## src/rtl/vedic_mac_acc.sv

```systemverilog
// Block multiply-accumulate: registered operand pairs go through a combinational
// Vedic 8x8 multiplier, and N products are summed into one held output block.

module vedic_2x2 (
  input  logic [1:0] a,
  input  logic [1:0] b,
  output logic [3:0] p
);
  logic c1, c2, cy, t;

  assign c1   = a[1] & b[0];
  assign c2   = a[0] & b[1];
  assign cy   = c1 & c2;
  assign t    = a[1] & b[1];
  assign p[0] = a[0] & b[0];
  assign p[1] = c1 ^ c2;
  assign p[2] = t ^ cy;
  assign p[3] = t & cy;
endmodule

module vedic_4x4 (
  input  logic [3:0] a,
  input  logic [3:0] b,
  output logic [7:0] p
);
  logic [3:0] q0, q1, q2, q3;

  vedic_2x2 u_q0 (.a(a[1:0]), .b(b[1:0]), .p(q0));
  vedic_2x2 u_q1 (.a(a[3:2]), .b(b[1:0]), .p(q1));
  vedic_2x2 u_q2 (.a(a[1:0]), .b(b[3:2]), .p(q2));
  vedic_2x2 u_q3 (.a(a[3:2]), .b(b[3:2]), .p(q3));

  // Urdhva-tiryagbhyam: cross terms land two bits up, the high term four bits up.
  assign p = 8'(q0) + (8'(q1) << 2) + (8'(q2) << 2) + (8'(q3) << 4);
endmodule

module vedic_8X8 (
  input  logic [7:0]  a,
  input  logic [7:0]  b,
  output logic [15:0] p
);
  logic [7:0] q0, q1, q2, q3;

  vedic_4x4 u_q0 (.a(a[3:0]), .b(b[3:0]), .p(q0));
  vedic_4x4 u_q1 (.a(a[7:4]), .b(b[3:0]), .p(q1));
  vedic_4x4 u_q2 (.a(a[3:0]), .b(b[7:4]), .p(q2));
  vedic_4x4 u_q3 (.a(a[7:4]), .b(b[7:4]), .p(q3));

  assign p = 16'(q0) + (16'(q1) << 4) + (16'(q2) << 4) + (16'(q3) << 8);
endmodule

module vedic_mac_acc #(
  parameter int unsigned N     = 4,
  parameter int unsigned ACC_W = 24
) (
  input  logic             clk,
  input  logic             rst_n,
  input  logic             clr,
  input  logic             in_valid,
  output logic             in_ready,
  input  logic [7:0]       a,
  input  logic [7:0]       b,
  output logic             out_valid,
  input  logic             out_ready,
  output logic [ACC_W-1:0] sum,
  output logic             ovf
);
  localparam int unsigned CW = $clog2(N + 1);
  localparam int unsigned EW = ACC_W + 1;
  localparam logic [CW-1:0] N_C   = CW'(N);
  localparam logic [CW-1:0] N_M1  = CW'(N - 1);
  localparam logic [0:0]    S_ACC  = 1'b0;
  localparam logic [0:0]    S_HOLD = 1'b1;

  logic [0:0]       state;
  logic [CW-1:0]    cnt_in, cnt_acc;
  logic [7:0]       a_r, b_r;
  logic             v1, v2;
  logic [15:0]      prod, p_r;
  logic [ACC_W-1:0] acc;
  logic [EW-1:0]    acc_ext;
  logic             accept;

  vedic_8X8 u_mul (.a(a_r), .b(b_r), .p(prod));

  assign in_ready  = (state == S_ACC) && (cnt_in < N_C) && !clr;
  assign accept    = in_valid && in_ready;
  assign acc_ext   = {1'b0, acc} + EW'(p_r);
  assign out_valid = (state == S_HOLD);
  assign sum       = acc;

  always_ff @(posedge clk or negedge rst_n) begin
    if (!rst_n) begin
      state   <= S_ACC;
      cnt_in  <= '0;
      cnt_acc <= '0;
      a_r     <= '0;
      b_r     <= '0;
      v1      <= 1'b0;
      v2      <= 1'b0;
      p_r     <= '0;
      acc     <= '0;
      ovf     <= 1'b0;
    end else if (clr) begin
      state   <= S_ACC;
      cnt_in  <= '0;
      cnt_acc <= '0;
      v1      <= 1'b0;
      v2      <= 1'b0;
      acc     <= '0;
      ovf     <= 1'b0;
    end else begin
      v1  <= accept;
      v2  <= v1;
      p_r <= prod;
      if (accept) begin
        a_r    <= a;
        b_r    <= b;
        cnt_in <= cnt_in + CW'(1);
      end
      // No product can be in flight while holding: all N were already summed.
      if (state == S_HOLD) begin
        if (out_ready) begin
          state   <= S_ACC;
          cnt_in  <= '0;
          cnt_acc <= '0;
          acc     <= '0;
          ovf     <= 1'b0;
        end
      end else if (v2) begin
        acc     <= acc_ext[ACC_W-1:0];
        ovf     <= ovf | acc_ext[ACC_W];
        cnt_acc <= cnt_acc + CW'(1);
        if (cnt_acc == N_M1) state <= S_HOLD;
      end
    end
  end
endmodule

```

## config.mk

```make
export PLATFORM = sky130hd
export DESIGN_NAME = vedic_mac_acc
export DESIGN_NICKNAME = d
export VERILOG_FILES = /design/src/rtl/vedic_mac_acc.sv
export SDC_FILE = /design/constraint.sdc
export NUM_CORES = 1
export LEC_CHECK = 0
export BUFFER_PORTS_ARGS = -buffer_cell sky130_fd_sc_hd__buf_4
export CORE_MARGIN = 4
export CORE_UTILIZATION = 40
export DETAILED_ROUTE_END_ITERATION = 7
export PLACE_DENSITY_LB_ADDON = 0.15
export SLEW_MARGIN = 0
export SYNTH_ARGS = -nofsm -noshare
export SYNTH_HDL_FRONTEND = slang
export SYNTH_SLANG_ARGS = --single-unit
```

## constraint.sdc

```tcl
create_clock -name clk -period 4.9 [get_ports clk]
set_input_delay 0 -clock clk [delete_from_list [all_inputs] [get_ports clk]]
set_output_delay 0 -clock clk [all_outputs]
set_load 0.005 [all_outputs]
```

Word level (Yosys, flattened, before mapping)
Cells that the tools add are included.
{"block": "word_totals", "ff_bits": 66, "input_bits": 21, "out_inout_bits": 27, "elab_cells": 192}
{"block": "classes", "addsub": 18, "magnitude_cmp": 1, "n_eq_ne": 2, "n_mux": 23, "n_bitwise": 131, "reduce_logical": 7}
{"cell": "$and A1 B1 Y1", "count": 96}
{"cell": "$mux W24", "count": 4}
{"cell": "$add A7 B6 Y8", "count": 4}
{"cell": "$add A8 B8 Y8", "count": 4}
{"cell": "$xor A1 B1 Y1", "count": 32}
{"cell": "$add A4 B6 Y7", "count": 4}
{"cell": "$add A24 B16 Y25", "count": 1}
{"cell": "$mux W3", "count": 8}
{"cell": "$add A16 B12 Y16", "count": 1}
{"cell": "$add A16 B16 Y16", "count": 1}
{"cell": "$add A8 B12 Y13", "count": 1}
{"cell": "$mux W1", "count": 11}
{"cell": "$add A3 B1 Y3 const B", "count": 2}
{"cell": "$reduce_and A2 Y1", "count": 2}
{"cell": "$eq A3 B2 Y1 const B", "count": 1}
{"cell": "$logic_and A1 B1 Y1", "count": 3}
{"cell": "$lt A3 B3 Y1 const B", "count": 1}
{"cell": "$ne A3 B3 Y1 const B", "count": 1}
{"cell": "$reduce_bool A3 Y1", "count": 1}
{"cell": "$not A1 Y1", "count": 2}
{"cell": "$logic_not A1 Y1", "count": 1}
{"cell": "$or A1 B1 Y1", "count": 1}

Logic depth before layout (Yosys ltp)
Gate-level depths: netlist (run 1).
{"block": "depth", "depth_word": 9, "depth_mapped": 25, "mapped_depth_nobuf": 25}

Hierarchy
From an unflattened synthesis (run 1), not the netlist that was laid out.
{"block": "hier_totals", "hier_cells": 565, "area_unflattened_um2": 5700.5}
{"module": "vedic_mac_acc", "instances": 1, "cells_per_inst": 295, "area_per_inst_um2": 3339.5, "seq_area_each_um2": 1651.6}
{"module": "vedic_4x4", "instances": 4, "cells_per_inst": 27, "area_per_inst_um2": 249.0, "seq_area_each_um2": 0.0}
{"module": "vedic_2x2", "instances": 16, "cells_per_inst": 6, "area_per_inst_um2": 50.0, "seq_area_each_um2": 0.0}
{"module": "vedic_8X8", "instances": 1, "cells_per_inst": 66, "area_per_inst_um2": 564.3, "seq_area_each_um2": 0.0}

Worst setup path before layout (run 1)
Ideal clock, no wire load.
{"block": "synth_timing", "path_kind": "register -> register", "start": "register a_r[3]", "end": "register p_r[15]", "setup_ns": 0.125, "t_arrival_ns": 5.100, "required_time_ns": 4.775, "path_slack_ns": -0.325, "stages_incl_launch_ff": 25, "path_buffers": 0, "period_less_slack_ns": 5.225, "cell_sequence": "dfrtp_1 -> and2_1 -> ha_1 -> ha_1 -> inv_1 -> fa_1 -> inv_1 -> fa_1 -> a21o_1 -> a21oi_1 -> xnor2_1 -> ha_1 -> nand2_1 -> o21ai_0 -> nand3_1 -> xor2_1 -> fa_1 -> inv_1 -> ha_1 -> nand2_1 -> o21ai_1 -> o211ai_1 -> a21oi_1 -> xnor2_1 -> mux2_2"}
{"block": "synth_between", "elab_chain_cells": 9, "elab_cells_between_ends": 33, "cone_classes": "add/sub (9); bitwise (24)"}
{"element": "start: declaration", "line": "77", "rtl": "logic [7:0] a_r, b_r;"}
{"element": "start signal: assignment", "line": "97", "rtl": "a_r <= '0;"}
{"element": "start signal: assignment", "line": "117", "rtl": "a_r <= a;"}
{"element": "$and A1 B1 Y1", "line": "11", "rtl": "assign c1 = a[1] & b[0];"}
{"element": "$and A1 B1 Y1", "line": "13", "rtl": "assign cy = c1 & c2;"}
{"element": "$xor A1 B1 Y1 / $and A1 B1 Y1 (equally long branches)", "line": "17, 18"}
{"element": "$add A4 B6 Y7", "line": "34", "rtl": "assign p = 8'(q0) + (8'(q1) << 2) + (8'(q2) << 2) + (8'(q3) << 4);"}
{"element": "$add A7 B6 Y8", "line": "34"}
{"element": "$add A8 B8 Y8", "line": "34"}
{"element": "$add A8 B12 Y13", "line": "49", "rtl": "assign p = 16'(q0) + (16'(q1) << 4) + (16'(q2) << 4) + (16'(q3) << 8);"}
{"element": "$add A16 B12 Y16 (*)", "line": "49"}
{"element": "$add A16 B16 Y16 (*)", "line": "49"}
{"element": "end signal: assignment", "line": "115", "rtl": "p_r <= prod;"}
{"element": "end: declaration", "line": "79", "rtl": "logic [15:0] prod, p_r;"}
Every way passes the cells marked *; elsewhere a longest branch is shown, timed or not.
A chain may end at the register's enable or synchronous reset.

Worst setup path after layout (run 1)
{"block": "layout_timing", "start": "register a_r[1]", "end": "register p_r[15]"}
The elaborated chain is that of the path after synthesis.

==> results of run 1 <==
-- flip-flops by register name, indices dropped and copies added, names as in the netlist --
signal and flops:
cnt_acc 3, b_r 8, out_valid 1, v2 1, p_r 16, ovf 1, sum 24, v1 1
a_r 8, cnt_in 3
-- final cells by class --
class / count / share of cell area
tap: 184 / 0.03064
clock buffer: 11 / 0.03364
sequential: 66 / 0.2198
clock inverter: 3 / 0.005329
timing repair buffer: 97 / 0.1029
multi-input combinational: 495 / 0.5707
inverter: 74 / 0.03697
-- worst max-delay path: cells and delay by family (launching register included) --
kind / cells / cell delay [ns]
AOI/OAI and AO/OA: 7 / 0.92
DFF: 1 / 0.40
and+or+nand+nor: 1 / 0.17
muxes: 1 / 0.26
xor gates and xnor gates: 3 / 0.34
adders and majority gates: 8 / 2.54
buffers and inverters: 3 / 0.35
-- per-stage QoR --
step | utilization | setup TNS (ns) | power (µW) | worst slack (ns) | std cells
4_1_cts | 0.5021 | -0.3949 | 4489 | -0.1973 | 925
5_1_grt | 0.5112 | -1.980 | 5274 | -0.3934 | 930
2_1_floorplan | - | -0.002683 | 2751 | -0.002683 | 653
3_5_place_dp | 0.4648 | -0.8004 | 3493 | -0.2228 | 891
3_3_place_gp | 0.4648 | -0.3084 | 3444 | -0.1059 | 891
6_report | 0.5112 | -0.4684 | 4815 | -0.1864 | 930
-- placed cells by master (no fill, tap or decap), drive strengths merged, types with 24 or more instances in the layout --
master   n
nand2   62
mux2    24
and2    57
dfrtp   66
inv     74
o21ai   43
ha      85
buf     79
a21oi   38
fa      27
-- repair_timing --
action	CTS	global route
pin swaps	11	9
endpoints found under the hold margin	83	0
buffers inserted	2	5
hold buffers	18	0
endpoints found under the setup margin	6	6
gates resized for setup	22	14
-- synthesized netlist by cell type (2+ instances only) --
master,n,area [µm²]
clkbuf_1,7,26.28
nor3_1,6,30.03
xor2_1,17,148.9
o21a_1,2,15.01
mux2_2,24,270.3
o21ai_1,15,75.07
inv_1,74,277.8
or3_1,5,31.28
and3_1,3,18.77
nand2_1,62,232.7
buf_2,9,45.04
o22ai_1,2,12.51
nand2b_1,4,25.02
a31oi_1,4,25.02
nor2_1,22,82.58
o211ai_1,2,15.01
o21bai_1,2,15.01
a21o_1,14,105.1
and2_1,57,356.6
o21ai_2,2,17.52
a22o_1,4,35.03
a21oi_1,38,190.2
ha_1,85,1064
xnor2_1,23,201.4
dfrtp_1,66,1652
a211oi_1,6,45.04
mux2i_1,5,50.05
nor2b_1,3,18.77
nand4_1,6,37.54
nand3_1,7,35.03
fa_1,27,540.5
o31ai_1,4,30.03
o21ai_0,26,130.1
-- worst min-delay path by stage --
stage | start | to | slack [ns] | depth (start not counted)
3_3_place_gp | rst_n | ovf | 0.16 | 1
5_1_grt | clr | out_valid | 0.08 | 2
6_report | clr | out_valid | 0.06 | 2
2_1_floorplan | rst_n | a_r[0] | -0.30 | 0
4_1_cts | clr | out_valid | 0.05 | 2
3_5_place_dp | rst_n | sum[22] | 0.16 | 1
-- power groups by stage --
stage / logic, µW / registers (µW) / clock network [µW]
2_1_floorplan: 2020 / 729 / 0
3_3_place_gp: 2700 / 746 / 0
3_5_place_dp: 2740 / 749 / 0
4_1_cts: 3090 / 739 / 665
5_1_grt: 3840 / 752 / 687
6_report: 3430 / 736 / 644
-- cells by family (layout without fill, tap and decap cells) --
kind of cell    Yosys count  in the layout  share of synthesized area
flops                    66             66                     0.2726
mux                      29             29                    0.05287
buf+inv                  92            185                    0.05948
compound gates          132            132                     0.1398
xor+xnor                 40             40                    0.05783
simple gates            182            182                     0.1526
fa+ha+maj               112            112                     0.2648
-- routing by layer --
layer	part of all wire	track usage
met1	0.48	0.2198
met2	0.49	0.2846
met3	0.023	0.02391
met4	0.012	0.03751
met5	0	0
==> out/results.ini, run 1 <==
[global_routing]
track_usage=0.1651
antenna_found_initial=0
grt_pass1_wl_mm=23.00
grt_overflow=0
grt_pass1_vias=4860
grt_max_degree=67

[final_layout]
regArea_um2=1652
fin_area_um2=7513
area_growth_pct=24.02
final_nets=876
n_antenna_cell=0
multi_input_area_um2=4288
layout-drive-gt1-share=0.2265
fillers=1335

[power]
p_seq_frac=0.153
p_sw_frac=0.4247
powerDensity_nw_per_um2=640.8
power.internal_uw=2770
peakVddDrop_mv=0.4880
clockPowerShare=0.134
switchingPower_uw=2045
p_comb_frac=0.713
p_leak_uw=0.003689

[placed_design]
io_buffers=47
place_congestion=0.8446
place_hpwl_mm=10.56
placed_area_um2=6832

[routing]
vias_per_cell=5.078
num_vias=4723
wire_per_inst_um=14.30
drc=0
ant_nets=0
drt_first_pass_iters=4
wl_mm=13.30
drt-initial-drc-count=117

[synthesis]
avgSynthCellArea_um2=9.278
syn_inst=653
async_flop_share=1.000
synth_cell_type_count=53
synth_fp_nets=786
ys_seq_area_frac=0.2726
ys.flop_type=dfrtp_1
syn_area_um2=6058
synth_edf_count=0
ys_ff_latch=66
yosysWarnings=0

[critical_path]
endpoint=p_r[15]
crit_path_frequent_cell=ha_1
worstRegToRegCells=23
critPathSlowestCell=fa_1
rr_startpoint=a_r[1]
reg2reg_slack_ns=-0.19
cp_slowest_stage_delay_ns=0.56
critPathKind=register to register
crit_chain=and2_1, ha_1, ha_1, fa_2, ha_4, fa_2, a21o_1, a21oi_2, xnor2_1, ha_1, buf_4, a21oi_4, buf_4, xor2_2, fa_1, inv_2, ha_4, o21ai_4, a21oi_2, o211ai_1, a21oi_1, xnor2_1, mux2_2
worstPathRequired_ns=5.11
arrival_ns=5.30
worstReg2RegEnd=p_r[15]
critical_path.endpoint_type=register
worstSetupStartpointType=register
cp_max_fo=4
crit_start=a_r[1]

[floorplanning]
die_area_um2=17180
die_x_um=131.1
die_y_um=131.1
pin_count=48
num_rows=44
core_area_um2=14700
initial_core_util=0.4122

[sta]
grt_setup_unrepaired=yes
hold_violations=0
worst_pin_slew_ns=0.9281
skew_ns=0.007694
finalCriticalPeriod_ns=5.086
setup_violations=5
timing.slew.headroom=0.3813
fmax_ghz=0.1966
maxSlewViolCount=0
min_period_over_period=1.038
fin_ws_ns=-0.1864
whs_ns=0.05673

[run_status]
status=complete, but fails checks
violations=negative setup slack

[clock_network]
cts_root_buffer=clkbuf_16
cts.sinks=66
clk_latency_ns=0.33
cts_max_level=3
cts_tree=yes
cts_max_path_buffers=2
cts_made_buffers=9
path_clk_slew_ns=0.05

[worst_hold_path]
hold_path_class=input pin to register

[run]
maxCapViolations=0

Power figures use the tool's default switching activity.
==> run 2: changes to the inputs <==
Settings changed: BUFFER_PORTS_ARGS -buffer_cell sky130_fd_sc_hd__buf_4 to -buffer_cell sky130_fd_sc_hd__buf_2.
==> out/results.ini, run 2 (same netlist as run 1, synthesis figures left out) <==
[routing]
wl_mm=13.34
wire_per_inst_um=14.36
drc=0
ant_nets=0
drt_first_pass_iters=4
num_vias=4737
vias_per_cell=5.099
drt-initial-drc-count=167

[final_layout]
n_antenna_cell=0
largest_reg_flops=24
fin_area_um2=7300
fillers=1376
most-common-layout-cells=ha_1, inv_1, dfrtp_1
final_common_cell=ha_1
final_nets=875
area_growth_pct=20.49
layout-drive-gt1-share=0.2148
instances_no_fill=929

[critical_path]
rr_startpoint=a_r[1]
cp_top_family=adder cells
critical_path.endpoint_type=register
path_buf_inv=3
critPathKind=register to register
worstRegToRegCells=24
endpoint=p_r[15]
worstSetupStartpointType=register
reg2reg_slack_ns=-0.16
crit_chain=and2_4, ha_4, inv_2, fa_1, inv_2, ha_4, fa_2, a21o_1, a21oi_2, xnor2_1, ha_1, nand2_1, o21ai_2, nand3_2, xor2_1, fa_1, inv_2, ha_4, nand2_2, o21ai_2, o211ai_1, a21oi_1, xnor2_1, mux2_2
cp_max_fo=5
critPathSlowestCell=fa_1
cp_slowest_stage_delay_ns=0.54
worstReg2RegEnd=p_r[15]
crit_start=a_r[1]
worstPathRequired_ns=5.12
cp.depth=24
arrival_ns=5.27

[sta]
min_period_over_period=1.032
whs_ns=0.1559
hold_violations=0
finalSetupTns_ns=-0.2693
skew_ns=0.006245
fmax_ghz=0.1978
grt_setup_unrepaired=yes
finalCriticalPeriod_ns=5.056
timing.slew.headroom=0.3959
maxSlewViolCount=0
worst_pin_slew_ns=0.9061
setup_violations=3
fin_ws_ns=-0.1561

[global_routing]
grt_max_degree=67
track_usage=0.1697
antenna_found_initial=0
grt_overflow=0
grt_pass1_vias=4813
grt_pass1_wl_mm=23.36

[placed_design]
place_hpwl_mm=10.54
io_buffers=47
placed_area_um2=6729
place_congestion=0.8421
placed_cells=893

[clock_network]
clk_latency_ns=0.34
cts.sinks=66
cts_max_path_buffers=2
cts_tree=yes
path_clk_slew_ns=0.05
cts_root_buffer=clkbuf_16
cts_made_buffers=9
cts_max_level=3

[floorplanning]
initial_core_util=0.4122
num_rows=44
die_y_um=131.1
core_area_um2=14700
die_x_um=131.1
die_area_um2=17180
pin_count=48

[power]
p_leak_uw=0.003625
peakVddDrop_mv=0.4364
powerDensity_nw_per_um2=611.2

[run]
maxCapViolations=0

[worst_hold_path]
hold_path_class=input pin to register
min_from=clr
hold_depth=2

[run_status]
status=complete, but fails checks
violations=negative setup slack

## run 2: cell types whose count changed in the layout (fill, tap and decap cells not counted), moves of 2 or more
| cell | change |
|---|---|
| buf_2 | +47 |
| buf_4 | -48 |
| inv_1 | +2 |
| inv_2 | -2 |
| nor2_1 | +2 |
| o21ai_0 | +3 |
| o21ai_1 | -2 |
| xnor2_1 | +4 |
| xnor2_2 | -4 |
## run 2: worst min path at each step
stage,endpoint
3_5_place_dp,b_r[0]
6_report,out_valid
3_3_place_gp,b_r[2]
4_1_cts,out_valid
2_1_floorplan,a_r[0]
5_1_grt,out_valid
## run 2: final cells by class
cell class / instances / area (µm²) / share of cell area
Sequential cell: 66 / 1652 / 0.2263
Timing Repair Buffer: 96 / 648.1 / 0.08879
Clock inverter: 3 / 17.52 / 0.002400
Tap cell: 184 / 230.2 / 0.03154
Clock buffer: 11 / 242.7 / 0.03325
Multi-Input combinational cell: 495 / 4232 / 0.5797
Inverter: 74 / 277.8 / 0.03805
## run 2: report_power, final
group          leakage, µW  switching [µW]  internal [µW]  total [µW]
Clock             0.000127             230            348         578
Combinational      0.00264            1630           1510        3140
Sequential        0.000853            81.1            657         738
## run 2: timing repair
action,4_1_cts,5_1_grt
hold buffers,18,0
pin swaps,13,10
endpoints found under the setup margin,6,7
buffers inserted,3,1
gates resized for setup,16,7
endpoints found under the hold margin,83,0
## run 2: metal layers
metal | vias to the layer above | wire length (µm) | global-route usage
met5 | - | 0 | 0
met1 | 2265 | 6292 | 0.2272
met2 | 66 | 6513 | 0.2870
li1 | 2393 | - | -
met3 | 13 | 347 | 0.02836
met4 | 0 | 183 | 0.04114
## run 2: per-stage QoR
stage / power (µW) / util / setup slack (ns)
finish: 4461 / 0.4966 / -0.1561
global route: 4999 / 0.4966 / -0.3967
CTS: 4394 / 0.4940 / -0.1569
detailed placement: 3495 / 0.4578 / -0.2240
global placement: 3438 / 0.4578 / -0.1277
floorplan: 2751 / - / -0.002683
